$ cat src/rtl/control_unit.sv
// Multi-cycle FETCH/DECODE/EXECUTE sequencer for the accumulator datapath.
// Optional single-step PAUSE state enabled by defining CONTROL_SINGLE_STEP_EN.
module control_unit (
    input  logic       clock,
    input  logic       control_reset_n,
    input  logic       start,
    input  logic       step,
    input  logic [4:0] opcode_in,
    input  logic       status_Z,
    input  logic       status_N,
    output logic       ir_wr,
    output logic       pc_wr,
    output logic       pc_src,
    output logic       acc_wr,
    output logic [1:0] acc_src,
    output logic [2:0] alu_op,
    output logic       operand_sel,
    output logic       mem_rd,
    output logic       mem_wr,
    output logic       status_wr,
    output logic       halted,
    output logic       illegal_op,
    output logic [2:0] state_out
);

    // state   | meaning
    // IDLE    | waiting for start
    // FETCH   | load IR, advance PC
    // DECODE  | issue data-memory read for memory operands
    // EXECUTE | perform opcode action
    // HALT    | stopped until reset
    // PAUSE   | single-step wait for step
    typedef enum logic [2:0] {
        IDLE    = 3'd0,
        FETCH   = 3'd1,
        DECODE  = 3'd2,
        EXECUTE = 3'd3,
        HALT    = 3'd4,
        PAUSE   = 3'd5
    } state_t;

    localparam logic [4:0] OP_HLT  = 5'b00000;
    localparam logic [4:0] OP_STO  = 5'b00001;
    localparam logic [4:0] OP_LD   = 5'b00010;
    localparam logic [4:0] OP_LDI  = 5'b00011;
    localparam logic [4:0] OP_ADD  = 5'b00100;
    localparam logic [4:0] OP_ADDI = 5'b00101;
    localparam logic [4:0] OP_SUB  = 5'b00110;
    localparam logic [4:0] OP_SUBI = 5'b00111;
    localparam logic [4:0] OP_BEQ  = 5'b01000;
    localparam logic [4:0] OP_BNE  = 5'b01001;
    localparam logic [4:0] OP_BGT  = 5'b01010;
    localparam logic [4:0] OP_BGE  = 5'b01011;
    localparam logic [4:0] OP_BLT  = 5'b01100;
    localparam logic [4:0] OP_BLE  = 5'b01101;
    localparam logic [4:0] OP_JMP  = 5'b01110;
    localparam logic [4:0] OP_AND  = 5'b01111;
    localparam logic [4:0] OP_OR   = 5'b10000;
    localparam logic [4:0] OP_XOR  = 5'b10001;
    localparam logic [4:0] OP_NOT  = 5'b10010;

    state_t state_q, state_d;

`ifdef CONTROL_SINGLE_STEP_EN
    localparam state_t AFTER_EXEC = PAUSE;
`else
    localparam state_t AFTER_EXEC = FETCH;
    logic unused_step;
    assign unused_step = step;
`endif

    always_ff @(posedge clock or negedge control_reset_n) begin
        if (!control_reset_n) state_q <= IDLE;
        else                  state_q <= state_d;
    end

    always_comb begin
        state_d = state_q;
        case (state_q)
            IDLE:    if (start) state_d = FETCH;
            FETCH:   state_d = DECODE;
            DECODE:  state_d = EXECUTE;
            EXECUTE: state_d = (opcode_in == OP_HLT) ? HALT : AFTER_EXEC;
            HALT:    state_d = HALT;
`ifdef CONTROL_SINGLE_STEP_EN
            PAUSE:   if (step) state_d = FETCH;
`else
            PAUSE:   state_d = FETCH;
`endif
            default: state_d = IDLE;
        endcase
    end

    logic branch_taken;
    always_comb begin
        branch_taken = 1'b0;
        case (opcode_in)
            OP_BEQ:  branch_taken = status_Z;
            OP_BNE:  branch_taken = !status_Z;
            OP_BGT:  branch_taken = !status_Z && !status_N;
            OP_BGE:  branch_taken = !status_N;
            OP_BLT:  branch_taken = status_N;
            OP_BLE:  branch_taken = status_N || status_Z;
            default: branch_taken = 1'b0;
        endcase
    end

    always_comb begin
        ir_wr       = 1'b0;
        pc_wr       = 1'b0;
        pc_src      = 1'b0;
        acc_wr      = 1'b0;
        acc_src     = 2'b00;
        alu_op      = 3'b000;
        operand_sel = 1'b0;
        mem_rd      = 1'b0;
        mem_wr      = 1'b0;
        status_wr   = 1'b0;
        halted      = 1'b0;
        illegal_op  = 1'b0;
        state_out   = state_q;
        case (state_q)
            FETCH: begin
                ir_wr = 1'b1;
                pc_wr = 1'b1;
            end
            DECODE: begin
                case (opcode_in)
                    OP_LD, OP_ADD, OP_SUB, OP_AND, OP_OR, OP_XOR: mem_rd = 1'b1;
                    default: mem_rd = 1'b0;
                endcase
            end
            EXECUTE: begin
                case (opcode_in)
                    OP_HLT: ;
                    OP_STO: mem_wr = 1'b1;
                    OP_LD:  acc_src = 2'b01;
                    OP_LDI: acc_src = 2'b10;
                    OP_ADD, OP_ADDI: alu_op = 3'b000;
                    OP_SUB, OP_SUBI: alu_op = 3'b001;
                    OP_AND: alu_op = 3'b010;
                    OP_OR:  alu_op = 3'b011;
                    OP_XOR: alu_op = 3'b100;
                    OP_NOT: alu_op = 3'b101;
                    OP_JMP: begin
                        pc_wr  = 1'b1;
                        pc_src = 1'b1;
                    end
                    OP_BEQ, OP_BNE, OP_BGT, OP_BGE, OP_BLT, OP_BLE: begin
                        pc_wr  = branch_taken;
                        pc_src = branch_taken;
                    end
                    default: illegal_op = 1'b1;
                endcase
                case (opcode_in)
                    OP_ADDI, OP_SUBI: operand_sel = 1'b1;
                    default:          operand_sel = 1'b0;
                endcase
                case (opcode_in)
                    OP_LD, OP_LDI, OP_ADD, OP_ADDI, OP_SUB, OP_SUBI,
                    OP_AND, OP_OR, OP_XOR, OP_NOT: begin
                        acc_wr    = 1'b1;
                        status_wr = 1'b1;
                    end
                    default: ;
                endcase
            end
            HALT: halted = 1'b1;
            default: ;
        endcase
    end

endmodule

$ cat config.mk
export PLATFORM = sky130hd
export DESIGN_NAME = control_unit
export DESIGN_NICKNAME = d
export VERILOG_FILES = /design/src/rtl/control_unit.sv
export SDC_FILE = /design/constraint.sdc
export NUM_CORES = 1
export LEC_CHECK = 0
export ABC_AREA = 1
export CELL_PAD_IN_SITES_DETAIL_PLACEMENT = 0
export CELL_PAD_IN_SITES_GLOBAL_PLACEMENT = 1
export CORE_MARGIN = 2
export CORE_UTILIZATION = 21
export DETAILED_ROUTE_END_ITERATION = 8
export PLACE_DENSITY_LB_ADDON = 0.1
export SLEW_MARGIN = 20
export SYNTH_ARGS = -nofsm -noshare
export SYNTH_HDL_FRONTEND = slang
export SYNTH_SLANG_ARGS = --single-unit
$ cat constraint.sdc
create_clock -name clock -period 1.4 [get_ports clock]
set_input_delay 0.35 -clock clock [delete_from_list [all_inputs] [get_ports clock]]
set_output_delay 0.35 -clock clock [all_outputs]
set_load 0.02 [all_outputs]
Word-level counts from Yosys, hierarchy flattened --
Cells that the tools add are included.
Storage, ports and cells: bits in registers 3, input port bits 11, word-level logic and storage cells 60
Operators by class: eq/ne operators 24, muxes and demuxes 23, reduce and logical (&&, ||, !) cells 12
Operators with widths (count):
- equality test 5 x 4 -> 1 bit (second input constant) | 8
- equality test 5 x 3 -> 1 bit (second input constant) | 4
- OR reduction 19 bit | 1
- one-hot mux 3 bit (6 select lines) | 1
- equality test 5 bit (second input constant) | 3
- one-hot mux 3 bit (5 select lines) | 1
- 2-to-1 mux 1 bit | 13
- OR reduction 6 bit | 2
- equality test 5 x 2 -> 1 bit (second input constant) | 2
- OR reduction 10 bit | 1
- 2-to-1 mux 3 bit | 3
- equality test 3 x 2 -> 1 bit (second input constant) | 2
- equality test 3 bit (second input constant) | 2
- one-hot mux 1 bit (6 select lines) | 1
- equality test 5 x 1 -> 1 bit (second input constant) | 1
- zero test 5 bit | 1
- one-hot mux 1 bit (2 select lines) | 2
- one-hot mux 2 bit (2 select lines) | 1
- OR reduction 2 bit | 2
- equality test 3 x 1 -> 1 bit (second input constant) | 1
- zero test 3 bit | 1
- zero test 1 bit | 2
- 2-to-1 mux 2 bit | 1
- inequality test 2 bit (second input constant) | 1
- 2 further kinds | 2

Depth between registers and ports, before layout --
Gate-level depths: netlist of the first run.
depth in word-level cells 5, gate-level depth with buffers 9, gate-level depth less buffers 8

Worst setup path after synthesis of the first run --
OpenSTA, ideal clock, no wires.
kind register to output, from register state_q[2], in the netlist state_out[2], to output port status_wr, data arrival time 1.622 ns, path slack -0.572 ns, stages on the path, launching flop included 7, path buffers 1, cell sequence dfrtp_1 -> inv_1 -> nand2_1 -> nor2_1 -> inv_1 -> a21oi_1 -> buf_4
Between the ends: word-level cells in the longest chain between the ends 2
RTL lines:
- from (decl) | line 62 | state_t state_q, state_d;
- from (signal assigned) | line 74 | else state_q <= state_d;
- equality test 3 x 2 -> 1 bit
- 2-to-1 mux 1 bit
- to (decl) | line 20 | output logic status_wr,
Every way passes these cells.

Final worst setup path of the first run --
from register state_q[2], in the netlist state_out[2], to output port illegal_op
Between the ends: word-level cells in the longest chain between the ends 2
RTL lines:
- equality test 3 x 2 -> 1 bit | line 122 | case (state_q)
- 2-to-1 mux 1 bit | line 122
- to (decl) | line 22 | output logic illegal_op,
Every way passes these cells.

==> run summary, run 1 <==
===============================================================================================
Endpoint kind of the worst setup timing path                                       primary output
Switching pwr                                                                          0.754 mW
Multiplexer fraction of the synthesized cell area                                            0%
Placement Cell Area                                                                    1120 um2
Vias post-DR                                                                                895
Clock latency of the later-clocked register in the worst-skew pair                       240 ps
Largest family of logic cells by synthesized area                                  simple AND/OR/NAND/NOR gates
Max Cap Viol                                                                                  0
Sequential Power Share                                                                     8.7%
Pin count of the biggest net entering global routing                                          8
Remaining Overflow, GRT                                                                       0
Post-DP HPWL                                                                            1680 um
Met2 track demand over resource                                                           30.7%
First-pass GRT wire length                                                              3600 um
Post-synthesis compound-gate area fraction                                                14.1%
Flip-flop count of the largest register after layout                                          3
Critical Path RT                                                                        1050 ps
Final hold viol count                                                                         0
Initial Util                                                                              22.8%
Register area share after synthesis                                                       14.6%
Static Leak                                                                            0.638 nW
Total Die Area                                                                         2860 um2
Share of the cycle needed by the critical path after routing                               132%
Number of warnings issued by yosys                                                            0
Final slew viol count                                                                         0
Worst reg2reg setup slack                                                                 20 ps
Worst relative slew slack                                                                 79.7%
Simple-gate portion of the synthesized area                                               53.0%
Total power divided by cell area                                                    1280 nW/um2
Xor/xnor cell area share of the yosys netlist                                                0%
Setup repair after global routing missed its margin                                        true
Area of the core                                                                       2250 um2
Design area                                                                            1340 um2
Drt via density                                                                            4.66
Routed WL per cell                                                                      11.8 um
Number of filler instances in the final layout                                              222
CTS sink cnt                                                                                  3
Library cell used as clock root buffer                                                 clkbuf_4
Synthesized Nets                                                                            103
Synthesized area                                                                        514 um2
Drt first-iter violations                                                                    16
Post-Synth Adder-Cell Area                                                                   0%
Nets                                                                                        176
Row cnt                                                                                      17
Violated checks                                                                    negative setup slack
Clock input transition at the sequential cells of the worst setup and hold paths          40 ps
Logic gate share of total power                                                           82.1%
CTS buffer count                                                                              3
Proportion of total power due to net switching                                            44.1%
Count of H-tree levels built during CTS                                                       1
Wire length after detailed routing                                                      2270 um
Startpoint Class                                                                      flip-flop
Status                                                                             finished with violations
IO buf count                                                                                 27
Placer Congestion                                                                         0.843
Met3 track demand over resource in global routing                                         5.08%
Number of global-route vias before repair                                                   841
Number of hold-repair buffers added at the cts stage                                          0
Worst supply voltage drop on vdd                                                         999 uV
Cell count after synthesis                                                                   92
Average size of a mapped cell                                                          5.59 um2
Number of library cell types mapped by synthesis                                             22
Overall routing resource usage                                                            17.3%
Category of the most critical setup path                                                reg2out
Number of antenna repair diodes                                                               0
Initial antenna violation count                                                               0
Detailed-router iteration count before antenna repair                                         4
Shortest period the worst path allows                                                   1840 ps
Maximum buffer depth of the clock tree                                                        2
Seq cells post-synth                                                                          3
Die height                                                                              53.5 um
Crit path arrival time                                                                  1490 ps
Post-route total power                                                                  1.71 mW
Maximum net fanout on the critical path                                                       5
Layout Utilization                                                                        59.3%
Highest clock rate                                                                      542 MHz
Clock tree from TritonCTS                                                                  done
Most congested layer reported by global routing                                            met2
Cell internal pwr                                                                      0.957 mW
# setup viols final                                                                          16
Layout Skew                                                                             4.44 ps
Ports                                                                                        29
Die boundary width                                                                      53.5 um
DRC violation count after routing                                                             0
Setup ws final                                                                          -443 ps
Clock power frac                                                                           9.2%
Global-route met1 utilization                                                             21.2%
Layout cell share with drive strength beyond 1                                            72.6%
Transition time at the pin with the least slew margin                                    302 ps
HP Class                                                                               in2async
Antenna Violating Nets Remaining                                                              0
Area growth from synthesis to final layout                                                 160%
===============================================================================================
==> area by class of cell <==
class	instances	area [um2]	area share, %
timing repair buffer	71	608	45.5
tap	28	35.0	2.62
multi-input combinational	69	518	38.8
sequential	3	77.6	5.81
inverter	17	71.3	5.34
clock buffer	4	26.3	1.97
==> placed cells by master, fill, tap and decap left out, drive strengths merged <==
master	netlist	routed
dlygate4sd2	0	2
dfrtp	3	3
inv	17	17
o21bai	2	2
nand3	8	8
nor3	7	7
o21ai	1	1
clkbuf	0	6
nand2	23	23
nor4	1	1
buf	3	65
a21oi	5	5
o21a	1	1
clkdlybuf4s50	0	2
nand4	5	5
o211ai	1	1
nor2	14	14
a41oi	1	1
==> power groups by stage <==
stage	Sequential [mW]	Clock (mW)	Combinational (mW)
2_1_floorplan	0.204	0	0.404
3_3_place_gp	0.140	0	0.986
3_5_place_dp	0.141	0	0.996
4_1_cts	0.146	0.161	1.24
5_1_grt	0.152	0.180	1.50
6_report	0.148	0.158	1.41
==> kinds of logic after synthesis <==
| group | Yosys count |
|---|---|
| buf+inv | 20 |
| simple gates | 58 |
| flops | 3 |
| compound gates | 11 |
==> critical path, stage by stage (launching register included) <==
cell and delay, ps:
dfrtp_2 400, inv_2 80, nand2_4 60, nor2_4 170, nand2_2 100, inv_2 50
nand4_1 150, nor2_4 120, buf_6 120
==> what timing repair did <==
action / 4_1_cts / 5_1_grt
gates resized for setup: 152 / 19
gates cloned: 0 / 0
setup buffers: 7 / 7
setup endpoints to repair: 20 / 16
pin swaps: 11 / 8
==> routing by layer <==
metal | part of all wire (%) | vias up
met3 | 5.5 | 4
met5 | 0 | -
met4 | 0.79 | 0
li1 | - | 443
met1 | 42 | 422
met2 | 51 | 26
==> synth_stat cells, drive strengths merged <==
cell    instances  share of area (%)
a41oi           1                1.7
nor2           14                 11
inv            17                 12
nor4            1                1.2
dfrtp           3                 15
o21a            1                1.5
o211ai          1                1.5
nor3            7                7.8
nand4           5                7.3
nand2          23                 18
a21oi           5                5.6
o21ai           1               0.97
o21bai          2                2.9
nand3           8                7.8
buf             3                5.8
==> metrics by stage <==
step,instances,TNS [ps],worst slack [ps],hold slack (ps)
final,192,-4890,-443,300
after global routing,192,-6430,-543,295
after CTS,187,-4630,-454,303
after detailed placement,177,-16690,-1320,551
after global placement,177,-16560,-1300,553
after floorplan,92,-1050,-191,54.4
==> final timing paths <==
check	from	to	cells past startpoint
min in group clock	opcode_in[0]	state_out[2]$_DFFE_PN0P_	5
worst min-delay path	control_reset_n	state_out[2]$_DFFE_PN0P_	1
worst max register to register	state_out[2]$_DFFE_PN0P_	state_out[0]$_DFFE_PN0P_	8
worst min register to register	state_out[2]$_DFFE_PN0P_	state_out[0]$_DFFE_PN0P_	3
worst max-delay path	state_out[2]$_DFFE_PN0P_	illegal_op	8
max in group asynchronous	control_reset_n	state_out[1]$_DFFE_PN0P_	1
No activity file was read; power rests on OpenSTA's default activity.
==> inputs of run 2 (changes only) <==
--- a/config.mk
+++ b/config.mk
@@ -7,10 +7,9 @@
 export LEC_CHECK = 0
 export ABC_AREA = 1
-export CELL_PAD_IN_SITES_DETAIL_PLACEMENT = 0
-export CELL_PAD_IN_SITES_GLOBAL_PLACEMENT = 1
+export CAP_MARGIN = 30
 export CORE_MARGIN = 2
-export CORE_UTILIZATION = 21
+export CORE_UTILIZATION = 33
 export DETAILED_ROUTE_END_ITERATION = 8
-export PLACE_DENSITY_LB_ADDON = 0.1
+export PLACE_DENSITY = 0.73
 export SLEW_MARGIN = 20
 export SYNTH_ARGS = -nofsm -noshare
==> constraint.sdc (replaced) <==
create_clock -name clock -period 1.4 [get_ports clock]
set_input_delay 0.35 -clock clock [delete_from_list [all_inputs] [get_ports clock]]
set_output_delay 0.35 -clock clock [all_outputs]
set_load 0.01 [all_outputs]
==> run summary, run 2 (synthesized netlist as in run 1, its figures left out) <==
===============================================================================================
Number of hold-repair buffers added at the cts stage                                          0   unchanged
Number of antenna repair diodes                                                               0   unchanged
Standard cell with the maximum stage delay on the critical path                         dfrtp_1
Flip-flop count of the largest register after layout                                          3   unchanged
DRC violation count after routing                                                             0   unchanged
Final slew viol count                                                                         0   unchanged
Cell Chain, Critical Path                                                          inv_2 > nand2_4 > nor2_4 > buf_6 > nand2_2 > inv_1 > nand4_1 > nor2_2 > buf_2
Static Leak                                                                            0.711 nW   +11%
Post-DP HPWL                                                                            1600 um   -4.7%
Initial antenna violation count                                                               0   unchanged
Layout cell share with drive strength beyond 1                                            73.7%   +1.1 points
Critical Path RT                                                                        1050 ps   about the same
Storage cell area                                                                      76.3 um2   -1.6%
Nets                                                                                        179   +1.7%
FF-to-FF End                                                                       state_out[2]$_DFFE_PN0P_
Die boundary width                                                                      43.5 um   -19%
Number of global-route vias before repair                                                  1036   +23%
Clock latency of the later-clocked register in the worst-skew pair                       240 ps   about the same
IO buf count                                                                                 27   unchanged
Area growth from synthesis to final layout                                                 174%
Detailed-router iteration count before antenna repair                                         4   unchanged
Placer Congestion                                                                         0.872   +3.4%
CTS sink cnt                                                                                  3   unchanged
Worst supply voltage drop on vdd                                                        1090 uV   +8.9%
Total Die Area                                                                         1890 um2   -34%
Endpoint kind of the worst setup timing path                                       primary output
Category of the most critical setup path                                                reg2out
Remaining Overflow, GRT                                                                       0   unchanged
Routed WL per cell                                                                      21.1 um   +79%
Transition time at the pin with the least slew margin                                    339 ps   +37.0 ps
Antenna Violating Nets Remaining                                                              0   unchanged
Layout Skew                                                                             4.42 ps   -0.0202 ps
Final hold viol count                                                                         0   unchanged
Commonest non-fill, non-tap cell in the layout                                            buf_4
# setup viols final                                                                          19   +3
Violated checks                                                                    negative setup slack
Clock input transition at the sequential cells of the worst setup and hold paths          50 ps   about the same
Post-route total power                                                                  1.69 mW   -1.2%
Highest clock rate                                                                      504 MHz   -7.2%
Pin count of the biggest net entering global routing                                          9   +1
Commonest non-fill, non-tap cells in the layout                                    buf_4, nand2_1, buf_6
Library cell used as clock root buffer                                                 clkbuf_4
Area of the core                                                                       1490 um2   -34%
First-pass GRT wire length                                                              4940 um   +37%
Reg2Reg Depth                                                                                 8   unchanged
Clock power frac                                                                           9.7%   +0.5 points
Clock tree from TritonCTS                                                                  done
Cell internal pwr                                                                      0.901 mW   -5.9%
Status                                                                             finished with violations
Switching pwr                                                                          0.791 mW   +4.9%
Drt via density                                                                            6.03   +29%
Delay of the slowest critical-path stage                                                 400 ps   about the same
Worst reg2reg setup slack                                                                -10 ps   -30 ps
Setup ws final                                                                          -586 ps   -142 ps
Wire length after detailed routing                                                      3870 um   +70%
Maximum net fanout on the critical path                                                       2   -3
Proportion of total power due to net switching                                            46.8%   +2.7 points
Setup repair after global routing missed its margin                                        true
Worst relative slew slack                                                                 77.2%   -2.5 points
Share of the cycle needed by the critical path after routing                               142%   +10 points
HP Class                                                                               in2async
Crit path arrival time                                                                  1640 ps   +150 ps
Count of H-tree levels built during CTS                                                       1   unchanged
Die height                                                                              43.5 um   -19%
Startpoint Class                                                                      flip-flop
Sequential Power Share                                                                     9.6%   +0.9 points
CTS buffer count                                                                              3   unchanged
Vias post-DR                                                                               1104   +23%
R2r startpoint                                                                     state_out[2]$_DFFE_PN0P_
Shortest period the worst path allows                                                   1990 ps   +142 ps
Placement Cell Area                                                                    1020 um2   -8.9%
Total power divided by cell area                                                    1200 nW/um2   -6.4%
Design area                                                                            1410 um2   +5.6%
Maximum buffer depth of the clock tree                                                        2   unchanged
Row cnt                                                                                      14   -3
Overall routing resource usage                                                            35.5%   +18 points
Logic gate share of total power                                                           80.8%   -1.3 points
Multi-input combinational cell area                                                     563 um2   +8.7%
Initial Util                                                                              34.5%   +12 points
Number of filler instances in the final layout                                               42   -81%
Ports                                                                                        29   unchanged
Drt first-iter violations                                                                    87   +71
Max Cap Viol                                                                                  0   unchanged
===============================================================================================
-- run 2: cell types whose count changed in the layout (fill, tap and decap cells not counted), moves of 3 or more --
cell / previous run / this run
buf_6: 20 / 15
buf_4: 42 / 37
buf_2: 3 / 12
buf_12: 0 / 3
-- run 2: metrics by stage --
| step | setup TNS [ps] | worst slack [ps] | cells | hold WS [ps] | utilization (%) |
|---|---|---|---|---|---|
| 6_report | -6380 | -586 | 183 | 306 | 94.8 |
| 5_1_grt | -6890 | -578 | 183 | 307 | 94.8 |
| 4_1_cts | -3730 | -332 | 181 | 306 | 88.4 |
| 3_5_place_dp | -14870 | -1180 | 162 | 547 | 68.6 |
| 3_3_place_gp | -14370 | -1110 | 162 | 538 | 68.6 |
| 2_1_floorplan | -493 | -146 | 92 | 54.4 | - |
-- run 2: power by group through the flow --
stage	registers (mW)	clock network, mW	logic, mW
2_1_floorplan	0.172	0	0.282
3_3_place_gp	0.134	0	0.802
3_5_place_dp	0.136	0	0.822
4_1_cts	0.146	0.148	1.09
5_1_grt	0.163	0.177	1.42
6_report	0.162	0.164	1.37
-- run 2: layout make-up --
class	instances	share of cell area, %
repair buffers	74	44.9
multi-input cells	69	39.9
inverters	17	6.47
flip-flops and latches	3	5.41
clock buffers	4	1.86
well taps	16	1.42
-- run 2: how the worst max path moves through the flow --
stage | startpoint | to | slack [ps] | cells past startpoint
2_1_floorplan | opcode_in[0] | status_wr | -150 | 9
3_3_place_gp | opcode_in[2] | illegal_op | -1110 | 10
3_5_place_dp | opcode_in[3] | illegal_op | -1180 | 8
4_1_cts | state_out[2]$_DFFE_PN0P_ | illegal_op | -330 | 9
5_1_grt | state_out[2]$_DFFE_PN0P_ | illegal_op | -580 | 9
6_report | state_out[2]$_DFFE_PN0P_ | illegal_op | -590 | 9
-- run 2: critical path: cells and delay by family, from the launching register on --
family | cells | cell delay (ps)
flops | 1 | 400
simple gates | 5 | 550
buf+inv | 4 | 460
-- run 2: layer usage --
layer	track usage (%)	routed length (um)	vias up
li1	-	-	455
met1	43.1	1330	511
met2	62.7	1900	100
met3	5.42	351	38
met4	13.3	286	0
met5	0	0	-
-- run 2: what timing repair did --
item,in CTS,in global routing
gates resized for setup,162,24
setup buffers,16,5
pin swaps,21,9
setup endpoints to repair,20,17
